[config.mk]
export PLATFORM = sky130hd
export DESIGN_NAME = keypad_entry
export DESIGN_NICKNAME = d
export VERILOG_FILES = /design/src/rtl/keypad_pkg.sv /design/src/rtl/keypad_keymap.sv /design/src/rtl/keypad_entry.sv
export SDC_FILE = /design/constraint.sdc
export NUM_CORES = 1
export LEC_CHECK = 0
export ABC_AREA = 1
export CAP_MARGIN = 10
export CORE_MARGIN = 2
export CORE_UTILIZATION = 56
export DETAILED_ROUTE_END_ITERATION = 7
export PLACE_DENSITY = 0.8
export SLEW_MARGIN = 20
export SYNTH_ARGS = -nofsm -noshare
export SYNTH_HDL_FRONTEND = slang
export SYNTH_SLANG_ARGS = --single-unit
[constraint.sdc]
create_clock -name clock -period 2.3 [get_ports clock]
set_input_delay 0.345 -clock clock [delete_from_list [all_inputs] [get_ports clock]]
set_output_delay 0.345 -clock clock [all_outputs]
set_load 0.03 [all_outputs]
[src/rtl/keypad_pkg.sv]
// Shared encodings for matrix-keypad consumers: symbol codes, entry FSM states
// and the raw scanner index to symbol keymap.
package keypad_pkg;

    localparam logic [3:0] SYM_A    = 4'd10;
    localparam logic [3:0] SYM_B    = 4'd11;
    localparam logic [3:0] SYM_C    = 4'd12;
    localparam logic [3:0] SYM_D    = 4'd13;
    localparam logic [3:0] SYM_STAR = 4'd14;
    localparam logic [3:0] SYM_HASH = 4'd15;

    typedef enum logic [1:0] {
        ST_EMPTY   = 2'd0,
        ST_PARTIAL = 2'd1,
        ST_FULL    = 2'd2
    } entry_state_e;

    // Indexed by row*4 + col of the physical 4x4 matrix.
    localparam logic [3:0] KEYMAP [16] = '{
        4'd1,     4'd2, 4'd3,     SYM_A,
        4'd4,     4'd5, 4'd6,     SYM_B,
        4'd7,     4'd8, 4'd9,     SYM_C,
        SYM_STAR, 4'd0, SYM_HASH, SYM_D
    };

endpackage

[src/rtl/keypad_keymap.sv]
// Combinational raw key index to symbol translation, shared by all keypad
// consumers.
module keypad_keymap
    import keypad_pkg::*;
(
    input  logic [3:0] key_code,
    output logic [3:0] symbol,
    output logic       is_digit
);

    always_comb begin
        symbol   = KEYMAP[key_code];
        is_digit = (symbol < 4'd10);
    end

endmodule

[src/rtl/keypad_entry.sv]
// Assembles keypad digits into a right-aligned BCD entry with enter, backspace,
// clear and an inactivity timeout that discards stale partial entries.
//
//   state      | meaning
//   -----------+-------------------------------------------
//   ST_EMPTY   | no digits held, idle counter parked at 0
//   ST_PARTIAL | 0 < entry_len < DIGITS, idle counter runs
//   ST_FULL    | entry_len == DIGITS, further digits overflow
module keypad_entry
    import keypad_pkg::*;
#(
    parameter int DIGITS         = 4,
    parameter int TIMEOUT_CYCLES = 50_000_000
) (
    input  logic                        clock,
    input  logic                        reset,
    input  logic [3:0]                  key_code,
    input  logic                        data_ready,
    output logic [4*DIGITS-1:0]         entry_bcd,
    output logic [$clog2(DIGITS+1)-1:0] entry_len,
    output logic [4*DIGITS-1:0]         value_bcd,
    output logic                        value_valid,
    output logic                        overflow,
    output logic                        timeout
);

    localparam int LW = $clog2(DIGITS + 1);
    localparam int CW = (TIMEOUT_CYCLES > 1) ? $clog2(TIMEOUT_CYCLES + 1) : 1;
    localparam logic [CW-1:0] CNT_LAST = CW'((TIMEOUT_CYCLES > 0) ? TIMEOUT_CYCLES - 1 : 0);

    entry_state_e           state, state_n;
    logic [CW-1:0]          idle_cnt, cnt_n;
    logic [4*DIGITS-1:0]    entry_n, value_n, shifted;
    logic [LW-1:0]          len_n;
    logic                   vv_n, ov_n, to_n;
    logic [3:0]             sym;
    logic                   is_digit;

    keypad_keymap u_keymap (
        .key_code (key_code),
        .symbol   (sym),
        .is_digit (is_digit)
    );

    always_comb begin
        shifted      = entry_bcd << 4;
        shifted[3:0] = sym;
    end

    always_comb begin
        entry_n = entry_bcd;
        len_n   = entry_len;
        value_n = value_bcd;
        vv_n    = 1'b0;
        ov_n    = 1'b0;
        to_n    = 1'b0;
        cnt_n   = '0;

        if (data_ready) begin
            // Any key, including ignored ones, restarts the idle counter.
            if (is_digit) begin
                if (state != ST_FULL) begin
                    entry_n = shifted;
                    len_n   = entry_len + LW'(1);
                end else begin
                    ov_n = 1'b1;
                end
            end else begin
                case (sym)
                    SYM_HASH: if (state != ST_EMPTY) begin
                        value_n = entry_bcd;
                        vv_n    = 1'b1;
                        entry_n = '0;
                        len_n   = '0;
                    end
                    SYM_STAR: if (state != ST_EMPTY) begin
                        entry_n = entry_bcd >> 4;
                        len_n   = entry_len - LW'(1);
                    end
                    SYM_D: begin
                        entry_n = '0;
                        len_n   = '0;
                    end
                    default: ;
                endcase
            end
        end else if (state != ST_EMPTY && TIMEOUT_CYCLES != 0) begin
            if (idle_cnt == CNT_LAST) begin
                entry_n = '0;
                len_n   = '0;
                to_n    = 1'b1;
            end else begin
                cnt_n = idle_cnt + CW'(1);
            end
        end

        if (len_n == '0)
            state_n = ST_EMPTY;
        else if (len_n == LW'(DIGITS))
            state_n = ST_FULL;
        else
            state_n = ST_PARTIAL;
    end

    always_ff @(posedge clock) begin
        if (reset) begin
            state       <= ST_EMPTY;
            idle_cnt    <= '0;
            entry_bcd   <= '0;
            entry_len   <= '0;
            value_bcd   <= '0;
            value_valid <= 1'b0;
            overflow    <= 1'b0;
            timeout     <= 1'b0;
        end else begin
            state       <= state_n;
            idle_cnt    <= cnt_n;
            entry_bcd   <= entry_n;
            entry_len   <= len_n;
            value_bcd   <= value_n;
            value_valid <= vv_n;
            overflow    <= ov_n;
            timeout     <= to_n;
        end
    end

endmodule

# --- Word level (Yosys, flattened, before mapping) ---
# Memories as Yosys holds them, arrays and structs flattened.
# Cells that the tools add are included.
totals:
  inputBits: 7
  output_inout_bits: 38
  elab_cells: 62
  regBits: 66
  mem_bits_ro: 64
  memories: 1
classes:
  n_bitwise: 5
  muxes: 22
  eq_ne: 10
  n_addsub: 3
  order_cmp: 2
  reduce_logical: 11
mem_list:
  columns: ["memory", "words", "width", "read_ports", "rd_ports_with_merged_regs", "write_ports", "line_no", "source"]
  rows:
  - ["(no name shown)", 16, 4, 1, 0, 0, "keypad_keymap.sv:12", "symbol = KEYMAP[key_code];"]
op_table:
  columns: ["op", "n"]
  rows:
  - ["2-to-1 mux 16 bit", 7]
  - ["one-hot mux 16 bit (3 select lines)", 1]
  - ["adder 26 x 1 -> 26 bit (second input constant)", 1]
  - ["== test 26 bit (second input constant)", 1]
  - ["2-to-1 mux 3 bit", 7]
  - ["== test 4 bit (second input constant)", 3]
  - ["one-hot mux 3 bit (3 select lines)", 1]
  - ["2-to-1 mux 4 bit", 2]
  - ["OR reduction 4 bit", 2]
  - ["inequality test 3 bit (second input constant)", 2]
  - ["AND reduction 6 bit", 1]
  - ["nonzero test 2 bit", 3]
  - ["OR reduction 3 bit", 2]
  - [">= comparator 5 bit (second input constant)", 1]
  - ["inequality test 5 x 1 -> 1 bit (second input constant)", 1]
  - ["NOT 4 -> 5 bit", 1]
  - ["less-than comparator 4 bit (second input constant)", 1]
  - ["NOT 1 bit", 4]
  - ["AND reduction 4 bit", 1]
  - ["adder 3 x 1 -> 3 bit (second input constant)", 1]
  - ["== test 3 bit (second input constant)", 1]
  - ["logical NOT 3 bit", 1]
  - ["2-to-1 mux 1 bit", 3]
  - ["inequality test 3 x 2 -> 1 bit (second input constant)", 1]
  - ["4 further kinds", 4]

# --- Logic depth before layout (Yosys ltp) ---
# Gate-level depths: netlist (run 1).
depth:
  word_depth: 10
  mapped_depth: 16
  mapped_depth_nobuf: 16

# --- By module ---
# From an unflattened synthesis (run 1), not the netlist that was laid out.
unflattened:
  cells_unflattened: 520
  area_unflattened_um2: 3488.3
modules_own_cells:
  columns: ["mod", "area_per_inst_um2", "seq_area_each_um2", "cells_each", "instances"]
  rows:
  - ["keypad_entry", 3304.4, 1321.3, 489, 1]
  - ["keypad_keymap", 183.9, 0.0, 31, 1]

# --- Least setup slack after synthesis (run 1) ---
# Ideal clock, no wire load.
synth_path:
  path_kind: "input -> register"
  from: "input port key_code[1]"
  to: "register entry_bcd[10]"
  n_path_buf: 1
  setup_slack_ps: 561
  setup_time_ps: 114
  stages: 15
  required_ps: 2186
  arrival_time_ps: 1626
  cell_sequence: "inv_1 -> ha_1 -> nand2_1 -> nand3_1 -> nand2_1 -> nand2_4 -> inv_2 -> nand2_1 -> nand2_1 -> nand3_2 -> nand3_2 -> inv_2 -> buf_6 -> nor2_1 -> nor2_1"
synth_between:
  elab_chain_len: 8
  word_cells_on_any_way: 16
  classes_between: "order compare (1); eq/ne (7); mux (5); bitwise (1); reduce/logical (1); memory (1)"
synth_lines:
  columns: ["item", "line_no", "source"]
  rows:
  - ["start, declared", "keypad_entry.sv:17", "input logic [3:0] key_code,"]
  - ["NOT 4 -> 5 bit (implied by the code) *", "keypad_keymap.sv:12", null]
  - ["memory (16 x 4 bit) *", null, null]
  - ["2-to-1 mux 4 bit (implied by the code) * (2 in series)", "keypad_keymap.sv:12", null]
  - ["parallel branches: the longest is 4 deep, another holds less-than comparator 4 bit", null, null]
  - ["end signal, assigned", "keypad_entry.sv:118", "entry_bcd <= entry_n;"]
  - ["end, declared", "keypad_entry.sv:19", "output logic [4*DIGITS-1:0] entry_bcd,"]
# Every way passes the cells marked *. The select of a mux whose other input is x is not followed.
# A chain may end at the register's enable or synchronous reset.

# --- Worst setup path in the final report (run 1) ---
layout_path:
  from: "input port key_code[0]"
  to: "register entry_bcd[9]"
# Same word-level chain as after synthesis.

==> PnR_summary.wiki, run 1 <==
{| class="wikitable"
! Metric !! Value
|-
| Clock tree from TritonCTS || yes
|-
| Worst clock skew || approximately 0.013 ns
|-
| Slew Limit Fails || 0
|-
| Wire length of the first global-routing pass || 15810 um
|-
| Fin crit share || 91.95%
|-
| Post-synth top area cell || dfxtp_1
|-
| Count of nets left with antenna violations after detail routing || 0
|-
| Leakage power total || about 0.0020 uW
|-
| Max Cap Violations || 0
|-
| Post-detailed-route via-to-cell ratio || around 5.3
|-
| List of most frequent post-synthesis cells || 127 x nand2_1, 96 x nor2_1, 66 x dfxtp_1, 55 x inv_1, 45 x nand3_1
|-
| Number of antenna violations at the first check in global routing || 0
|-
| Number of core rows || 29
|-
| Routability cong. || ~0.93
|-
| Ports || between 40 and 50
|-
| Vias after detailed routing || 3706
|-
| Final number of setup-violating endpoints || 0
|-
| Class of the tightest hold or removal check || flop to flop
|-
| CTS max path bufs || 2
|-
| Number of warnings printed during yosys synthesis || 0
|-
| Capture instance of the worst register-to-register path || idle_cnt[24]
|-
| Avg Inst Size Synth || roughly 6.7 um^2
|-
| Ratio of total power to cell area || about 650 nW/um^2
|-
| Gate Count Post-Synth || 539
|-
| Initial Utilization || around 57%
|-
| RSZ-0062 raised after global routing || false
|-
| EDFF count, synth || 0
|-
| RR Startpoint || idle_cnt[0]
|-
| Shortest period the worst path allows || 2.115 ns
|-
| Total track usage || between 20% and 30%
|-
| Maximum clock frequency || between 0.4 and 0.5 GHz
|-
| DRC violations left || 0
|-
| Clock insertion delay at the later pin of the skew report || 0.35 ns
|-
| Cells along the critical path || clkdlybuf4s50_1, inv_1, ha_1, nand2_1, nand3_1, nand2_1, nand2_4, inv_2, nand3_1, nand3_2, nand3_2, inv_2, nor2_1, nor2_1
|-
| Sinks on Clock Net || 66
|-
| Setup TNS || 0 ns
|-
| Critical path's largest stage delay || roughly 0.48 ns
|-
| Category of the worst setup path launch point || input port
|-
| Leading cell type by number of instances after synthesis || nand2_1
|-
| Worst-path maximum fanout || 11
|-
| Outcome || finished, final reports clean
|-
| Critical path type || input port to flop
|-
| # nets final || 630
|-
| Signed area change from the synthesized netlist to the final layout || 26.84%
|-
| Number of distinct library cell variants in the gate-level netlist after synthesis || 32
|-
| Reg clk slew, reported paths || ~0.080 ns
|-
| Worst Setup End Kind || flop
|-
| Post-cts resize count || 0
|-
| Min setup slack post-route || 0.1851 ns
|-
| Setup slack, reg-to-reg || 0.32 ns
|-
| Critical Path Start || key_code[0]
|-
| Share of layout cells above drive strength 1 || approximately 14%
|-
| Top flip-flop cell by instance count after synthesis || dfxtp_1
|-
| Synthesized area || 3585 um^2
|-
| Number of setup buffers added after CTS || 0
|-
| Placeable core region || between 6000 and 7000 um^2
|-
| Hpwl dp || between 6000 and 7000 um
|-
| Number of endpoints with negative hold slack in the final report || 0
|-
| Die height || between 80 and 90 um
|-
| Number of violations reported at the end of detailed-routing iteration 0 || 202
|-
| Cts bufs inserted || 9
|-
| Routed len/inst || about 13 um
|-
| Largest net degree at the start of global routing || 35
|-
| Port Buffers || 44
|-
| Clock tree root buffer cell || clkbuf_8
|-
| Full die area || ~7100 um^2
|-
| Worst Setup EP || entry_bcd[9]
|-
| Flops & latches, synth || 66
|-
| Post-synth top area share || 36.86%
|-
| Number of nets in the synthesized netlist || ~560
|-
| Number of inserted diodes || 0
|-
| Proportion of synthesized flip-flops having asynchronous set or reset || 0%
|-
| Total global routing overflow || 0
|-
| Chip width || 84.01 um
|-
| Deepest level of the CTS H-tree || 3
|-
| Dominant cells by area after synthesis || dfxtp_1 37%, nand2_1 13%, nor2_1 10%
|-
| 1st-pass router iterations || 5
|-
| Data arrival time of the critical path || approximately 2.4 ns
|-
| Pre-CTS WS || -0.1728 ns
|-
| Cell with the largest stage delay on the worst path || clkdlybuf4s50_1
|-
| Transition time at the pin with the least slew margin || around 0.41 ns
|-
| Req. time, crit path || 2.59 ns
|-
| Proportion of synthesized chip area in sequential cells || around 37%
|-
| Slew margin rel. || 72.32%
|-
| Post-Route WL || slightly above 9000 um
|-
| Peak supply drop || about 0.00047 V
|-
| Path depth of the worst reg2reg path || 10
|-
| Vias in the first global route || 3514
|-
| Post-CTS Hold Buffers || 0
|}
==> cell type report <==
type | instances | area [um^2]
inverter | 62 | 232.7
sequential | 66 | 1321
fill | 537 | 1730
multi-input combinational | 395 | 1922
clock inverter | 7 | 102.6
tap | 77 | 96.34
clock buffer | 9 | 123.9
timing repair buffer | 80 | 748.2
==> registers in the layout (all words and copies together), names as in the netlist <==
name,cells
entry_bcd,16
value_bcd,16
state,2
timeout,1
entry_len,3
value_valid,1
overflow,1
idle_cnt,26
==> logic make-up after synthesis <==
group | share of synthesized area [%]
buffers and inverters | 9.529
adder cells (fa/ha/maj) | 3.141
flip-flops | 36.86
AO/OA/AOI/OAI | 8.796
AND/OR/NAND/NOR | 39.96
XOR/XNOR | 1.710
==> report_power, final <==
group	internal, uW	total (uW)	switching [uW]
Clock	621	1110	492
Sequential	1190	1240	52.2
Combinational	231	582	351
Total	2040	2930	895
==> stage by stage <==
stage	instances	hold slack [ns]	total power (uW)	util, %	cell area [um^2]
after floorplan	539	0.4174	1617	-	3585
after global placement	680	0.4574	1826	68.83	4320
after detailed placement	680	0.4645	1841	68.83	4320
after CTS	696	0.4836	2935	72.43	4547
after global routing	696	0.5109	3066	72.43	4547
final	696	0.4804	2933	72.43	4547
==> cells in the final DEF, fill, tap and decap left out, drive strengths merged, types with 5 or more instances in the layout <==
cell           Yosys  routed
nand2            134     134
nor2             101     101
dfxtp             66      66
inv               62      63
nand3             52      52
clkdlybuf4s50      0      44
buf               14      36
o21ai             31      31
a21oi             26      26
nor3              13      13
nand4              9       9
ha                 9       9
clkbuf             2       9
xor2               5       5
==> routing by layer <==
layer  GRT usage [%]  part of all wire, %
met5               0                    0
met4           8.798                  1.5
met3           5.638                  5.3
met2           48.22                   51
met1           33.27                   42
==> critical path, delay by kind of cell <==
family                   cells  cell delay (ns)
adder cells (fa/ha/maj)      1             0.30
AND/OR/NAND/NOR              9             0.88
buffers and inverters        4             0.87
==> worst min path at each step <==
stage                             start             to  slack (ns)  cells after the start
final                      idle_cnt[25]   idle_cnt[25]        0.48                      2
after global routing      value_bcd[13]  value_bcd[13]        0.51                      2
after detailed placement   idle_cnt[20]   idle_cnt[20]        0.46                      1
after global placement      idle_cnt[0]    idle_cnt[0]        0.46                      1
after floorplan                   reset   entry_len[1]        0.42                      1
after CTS                  idle_cnt[25]   idle_cnt[25]        0.48                      2
Power figures use the tool's default switching activity.
==> inputs of run 2 (changes only) <==
Settings changed: RECOVER_POWER from default to 25.
==> PnR_summary.wiki, run 2 (synthesized netlist as in run 1, its figures left out) <==
{| class="wikitable"
! Metric !! Value
|-
| Count of placed standard cells in the final layout, fillers left out || 696 (unchanged)
|-
| Max Cap Violations || 0 (unchanged)
|-
| Slew Limit Fails || 0 (unchanged)
|-
| Sinks on Clock Net || 66 (unchanged)
|-
| Share of layout cells above drive strength 1 || 13.73% (-0.48 points)
|-
| Class of the tightest hold or removal check || flop to flop
|-
| Vias in the first global route || 3514 (unchanged)
|-
| Port Buffers || 44 (unchanged)
|-
| Leakage power total || 0.002021 uW (+3.6%)
|-
| Cells along the critical path || clkdlybuf4s50_1, inv_1, ha_1, nand2_1, nand3_1, nand2_1, nand2_4, inv_2, nand3_1, nand3_2, nand3_2, inv_2, nor2_1, nor2_1
|-
| Number of antenna violations at the first check in global routing || 0 (unchanged)
|-
| Ratio of total power to cell area || 644.1 nW/um^2 (-0.15%)
|-
| Critical path type || input port to flop
|-
| Top flop regs || idle_cnt (26), entry_bcd (16), value_bcd (16)
|-
| Total Power Consumption || 2924 uW (-0.31%)
|-
| Flip-flop count of the largest register, all copies and words added || 26 (unchanged)
|-
| Peak supply drop || 0.0004741 V (about the same)
|-
| Clock tree root buffer cell || clkbuf_8
|-
| Cell with the largest stage delay on the worst path || clkdlybuf4s50_1
|-
| Req. time, crit path || 2.59 ns (about the same)
|-
| Post-placement cell count || 680 (unchanged)
|-
| Min setup slack post-route || 0.1867 ns (+0.001551 ns)
|-
| Worst-path maximum fanout || 11 (unchanged)
|-
| CTS max path bufs || 2 (unchanged)
|-
| Critical path's largest stage delay || 0.48 ns (about the same)
|-
| Wire length of the first global-routing pass || 15810 um (unchanged)
|-
| Transition time at the pin with the least slew margin || 0.4106 ns (-0.001392 ns)
|-
| Ports || 45 (unchanged)
|-
| Category of the worst setup path launch point || input port
|-
| 1st-pass router iterations || 5 (unchanged)
|-
| DRC violations left || 0 (unchanged)
|-
| Placeable core region || 6277 um^2 (unchanged)
|-
| Number of inserted diodes || 0 (unchanged)
|-
| Die height || 84.01 um (unchanged)
|-
| Data arrival time of the critical path || 2.40 ns (about the same)
|-
| Post-CTS Hold Buffers || 0 (unchanged)
|-
| Outcome || finished, final reports clean
|-
| Deepest level of the CTS H-tree || 3 (unchanged)
|-
| Fill cells || 538 (+0.19%)
|-
| Slew margin rel. || 72.42% (+0.094 points)
|-
| Hpwl dp || 6817 um (unchanged)
|-
| Number of buffer and inverter stages on the critical path || 4 (unchanged)
|-
| Signed area change from the synthesized netlist to the final layout || 26.63%
|-
| Area occupied by registers || 1321 um^2 (unchanged)
|-
| Routed len/inst || 13.13 um (-0.70%)
|-
| Full die area || 7057 um^2 (unchanged)
|-
| Maximum clock frequency || 0.4732 GHz (about the same)
|-
| Clock insertion delay at the later pin of the skew report || 0.35 ns (about the same)
|-
| Count of nets left with antenna violations after detail routing || 0 (unchanged)
|-
| # nets final || 630 (unchanged)
|-
| Area of the multi-input gates || 1914 um^2 (-0.39%)
|-
| Final number of setup-violating endpoints || 0 (unchanged)
|-
| Largest net degree at the start of global routing || 35 (unchanged)
|-
| Worst clock skew || 0.01287 ns (-0.00007920 ns)
|-
| Vias after detailed routing || 3704 (-0.054%)
|-
| Setup TNS || 0 ns (unchanged)
|-
| Fin crit share || 91.88% (about the same)
|-
| Routability cong. || 0.9281 (unchanged)
|-
| Total global routing overflow || 0 (unchanged)
|-
| Chip width || 84.01 um (unchanged)
|-
| Core utilization of the finished layout || 72.31% (-0.12 points)
|-
| Number of core rows || 29 (unchanged)
|-
| Number of violations reported at the end of detailed-routing iteration 0 || 206 (+2.0%)
|-
| Reg clk slew, reported paths || 0.08 ns (about the same)
|-
| Number of setup buffers added after CTS || 0 (unchanged)
|-
| Number of endpoints with negative hold slack in the final report || 0 (unchanged)
|-
| Post-detailed-route via-to-cell ratio || 5.322 (about the same)
|-
| Shortest period the worst path allows || 2.113 ns (-0.001551 ns)
|-
| Commonest cells after routing, fill and taps aside || 127 x nand2_1, 97 x nor2_1, 66 x dfxtp_1
|-
| Worst Setup End Kind || flop
|-
| Most frequent standard cell in the layout excluding fill and tap cells || nand2_1
|-
| RSZ-0062 raised after global routing || false
|-
| Initial Utilization || 57.11% (unchanged)
|-
| Post-Route WL || 9139 um (-0.70%)
|-
| Total track usage || 27.36% (unchanged)
|-
| Register name with the most flops || idle_cnt
|-
| Cts bufs inserted || 9 (unchanged)
|-
| Pre-CTS WS || -0.1728 ns (unchanged)
|-
| Post-cts resize count || 0 (unchanged)
|-
| Clock tree from TritonCTS || yes
|-
| Cell family with most CP delay || simple AND/OR/NAND/NOR gates
|}
-- run 2: changes by cell type in the layout (fill, tap and decap cells not counted), sizes merged --
cell	change
inv	-1
clkinv	+1
clkdlybuf4s50	-22
dlygate4sd3	+22
-- run 2: power breakdown --
| group | internal (uW) | total, uW | switching, uW |
|---|---|---|---|
| sequential | 1190 | 1240 | 51.3 |
| clock | 621 | 1110 | 487 |
| combinational | 227 | 578 | 351 |
| total | 2030 | 2920 | 889 |
-- run 2: routing by layer --
| layer | vias to the layer above | part of all wire (%) | track usage, % |
|---|---|---|---|
| li1 | 1869 | - | - |
| met1 | 1709 | 42 | 33.27 |
| met2 | 106 | 52 | 48.22 |
| met3 | 20 | 4.5 | 5.638 |
| met4 | 0 | 1.7 | 8.798 |
| met5 | - | 0 | 0 |
-- run 2: worst paths after layout --
kind	from	cells after the start	end	slack [ns]
worst min-delay path	value_bcd[14]	2	value_bcd[14]	0.48
worst max register to register	idle_cnt[0]	10	idle_cnt[22]	0.28
worst max-delay path	key_code[0]	14	entry_bcd[9]	0.19
worst min register to register	value_bcd[14]	2	value_bcd[14]	0.48
-- run 2: layout make-up --
cell class | count | area share (%)
clock inverter | 7 | 2.260
multi-input combinational | 395 | 42.17
clock buffer | 9 | 2.729
timing repair buffer | 80 | 16.48
inverter | 62 | 5.127
tap | 77 | 2.122
sequential | 66 | 29.11
-- run 2: through the flow --
| step | hold WS [ns] | instance area, um^2 |
|---|---|---|
| after floorplan | 0.4174 | 3585 |
| after global placement | 0.4574 | 4320 |
| after detailed placement | 0.4645 | 4320 |
| after CTS | 0.4836 | 4547 |
| after global routing | 0.5083 | 4539 |
| final | 0.4805 | 4539 |
-- run 2: worst min-delay path, delay by kind of cell, from the launching register on --
| family | cells | cell delay (ns) |
|---|---|---|
| flip-flops | 1 | 0.33 |
| AND/OR/NAND/NOR | 2 | 0.12 |
==> inputs of run 3 (changes only) <==
Settings changed: CORE_UTILIZATION 56 to 63, DONT_BUFFER_PORTS from default to 1, MAX_ROUTING_LAYER from default to met4, PLACE_DENSITY 0.8 to 0.79.
==> PnR_summary.wiki, run 3 (synthesized netlist as in run 1, its figures left out) <==
{| class="wikitable"
! Metric !! Value
|-
| Full die area || 6309 um^2 (-11%)
|-
| Post-CTS Hold Buffers || 0 (unchanged)
|-
| Number of setup buffers added after CTS || 0 (unchanged)
|-
| Clock tree from TritonCTS || yes
|-
| Number of antenna violations at the first check in global routing || 0 (unchanged)
|-
| Number of buffer and inverter stages on the critical path || 2 (-2)
|-
| Max Cap Violations || 0 (unchanged)
|-
| Req. time, crit path || 2.58 ns (about the same)
|-
| Placeable core region || 5507 um^2 (-12%)
|-
| Cell with the largest stage delay on the worst path || clkbuf_1
|-
| Flip-flop count of the largest register, all copies and words added || 26 (unchanged)
|-
| RR Startpoint || entry_len[0]
|-
| Wire length of the first global-routing pass || 14520 um (-8.2%)
|-
| Vias after detailed routing || 3419 (-7.7%)
|-
| Source of the worst hold timing path || reset
|-
| Final number of setup-violating endpoints || 0 (unchanged)
|-
| CTS max path bufs || 2 (unchanged)
|-
| Total track usage || 29.88% (+2.5 points)
|-
| Routed len/inst || 13.67 um (+4.1%)
|-
| Transition time at the pin with the least slew margin || 0.6437 ns (+0.2331 ns)
|-
| Sinks on Clock Net || 66 (unchanged)
|-
| Finished Cell Area || 3862 um^2 (-15%)
|-
| Clock insertion delay at the later pin of the skew report || 0.34 ns (about the same)
|-
| Fill cells || 495 (-8.0%)
|-
| Die height || 79.43 um (-5.4%)
|-
| Port Buffers || 0 (-100%)
|-
| Worst clock skew || 0.005742 ns (-0.007128 ns)
|-
| Chip width || 79.43 um (-5.4%)
|-
| Top flop regs || idle_cnt (26), entry_bcd (16), value_bcd (16)
|-
| Share of layout cells above drive strength 1 || 10.93% (-2.8 points)
|-
| Critical path type || flop to flop
|-
| Register name with the most flops || idle_cnt
|-
| Maximum clock frequency || 0.4903 GHz (+3.6%)
|-
| Routability cong. || 0.9330 (+0.53%)
|-
| Reg clk slew, reported paths || 0.07 ns (about the same)
|-
| Slew Limit Fails || 0 (unchanged)
|-
| Total Power Consumption || 2779 uW (-5.0%)
|-
| Number of core rows || 27 (-6.9%)
|-
| # nets final || 560 (-11%)
|-
| Deepest level of the CTS H-tree || 3 (unchanged)
|-
| Commonest cells after routing, fill and taps aside || 127 x nand2_1, 96 x nor2_1, 66 x dfxtp_1
|-
| Ratio of total power to cell area || 719.5 nW/um^2 (+12%)
|-
| Cells along the critical path || clkbuf_1, inv_1, ha_1, nand2_1, o21ai_0, nand2_1, nand2_1, a21oi_1, nand2_1, nor2_1
|-
| Post-cts resize count || 0 (unchanged)
|-
| Signed area change from the synthesized netlist to the final layout || 7.749%
|-
| Depth of the worst hold-timing path || 1 (-1)
|-
| Worst hold endpoint || entry_len[1]
|-
| Slew margin rel. || 57.09% (-15 points)
|-
| Fin crit share || 88.67% (-3.2 points)
|-
| Setup slack, reg-to-reg || 0.26 ns (-0.02 ns)
|-
| Hpwl dp || 6260 um (-8.2%)
|-
| Worst-path maximum fanout || 6 (-5)
|-
| Category of the worst setup path launch point || flop
|-
| Most frequent standard cell in the layout excluding fill and tap cells || nand2_1
|-
| Post-Route WL || 8487 um (-7.1%)
|-
| Cell area reported after detailed placement || 3641 um^2 (-16%)
|-
| Largest net degree at the start of global routing || 35 (unchanged)
|-
| Initial Utilization || 65.10% (+8.0 points)
|-
| Ports || 45 (unchanged)
|-
| 1st-pass router iterations || 4 (-1)
|-
| Cell family with most CP delay || buffers and inverters
|-
| Peak supply drop || 0.0005921 V (+25%)
|-
| Number of inserted diodes || 0 (unchanged)
|-
| Critical path's largest stage delay || 0.49 ns (about the same)
|-
| RSZ-0062 raised after global routing || false
|-
| Post-detailed-route via-to-cell ratio || 5.506 (+3.5%)
|-
| Setup TNS || 0 ns (unchanged)
|-
| Shortest period the worst path allows || 2.039 ns (-0.07395 ns)
|-
| CP dominant cell by count || nand2_1
|-
| Outcome || finished, final reports clean
|-
| Data arrival time of the critical path || 2.32 ns (-0.08 ns)
|-
| DRC violations left || 0 (unchanged)
|-
| Worst Setup End Kind || flop
|-
| Class of the tightest hold or removal check || input port to flop
|-
| Cts bufs inserted || 9 (unchanged)
|-
| Count of nets left with antenna violations after detail routing || 0 (unchanged)
|-
| Vias in the first global route || 3305 (-5.9%)
|-
| Total global routing overflow || 0 (unchanged)
|-
| Number of violations reported at the end of detailed-routing iteration 0 || 136 (-34%)
|-
| Capture instance of the worst register-to-register path || state[1]
|-
| Leakage power total || 0.001647 uW (-19%)
|-
| Number of endpoints with negative hold slack in the final report || 0 (unchanged)
|-
| Path depth of the worst reg2reg path || 10 (unchanged)
|-
| Clock tree root buffer cell || clkbuf_8
|}
[run 3: layout make-up]
type	instances	area (um^2)	share of cell area [%]
Inverter	62	235.2	6.090
Tap cell	72	90.09	2.332
Clock buffer	10	137.6	3.563
Clock inverter	6	88.84	2.300
Sequential cell	66	1321	34.21
Timing Repair Buffer	10	67.56	1.749
Multi-Input combinational cell	395	1922	49.76
[run 3: per-stage QoR]
step | instances | utilization, % | setup slack [ns] | hold slack, ns
after detailed placement | 605 | 66.12 | 0.2382 | 0.4295
final | 621 | 70.14 | 0.2606 | 0.06705
after global routing | 621 | 70.14 | 0.04236 | 0.05408
after global placement | 605 | 66.12 | 0.3128 | 0.4183
after floorplan | 539 | - | 0.5605 | 0.4174
after CTS | 621 | 70.23 | 0.2703 | 0.05634
[run 3: worst max-delay path by stage]
stage	startpoint	end	slack, ns	cells past startpoint
after floorplan	key_code[1]	entry_bcd[10]	0.56	15
after global placement	key_code[1]	value_bcd[5]	0.31	11
after detailed placement	key_code[1]	value_bcd[5]	0.24	11
after CTS	idle_cnt[0]	entry_bcd[10]	0.27	13
after global routing	idle_cnt[0]	entry_bcd[1]	0.04	13
final	entry_len[0]	state[1]	0.26	10
[run 3: routing by layer]
layer	vias to the layer above	global-route usage, %	share of wire (%)	wire length (um)
met5	-	-	0	0
met3	17	8.824	6.1	519
met1	1570	33.74	42	3562
li1	1725	-	-	-
met4	0	11.21	2.1	177
met2	107	50.08	50	4228
[run 3: power by group]
part / leakage, uW / internal (uW) / switching, uW
combinational: 0.00100 / 118 / 249
clock: 0.000109 / 641 / 463
sequential: 0.000535 / 1190 / 122
[run 3: worst register-to-register path, cell delays in order (launching register included)]
cell and delay (ns):
dfxtp_1 0.31, clkbuf_1 0.49, inv_1 0.17, ha_1 0.35, nand2_1 0.07, o21ai_0 0.08
nand2_1 0.08, nand2_1 0.05, a21oi_1 0.21, nand2_1 0.09, nor2_1 0.08
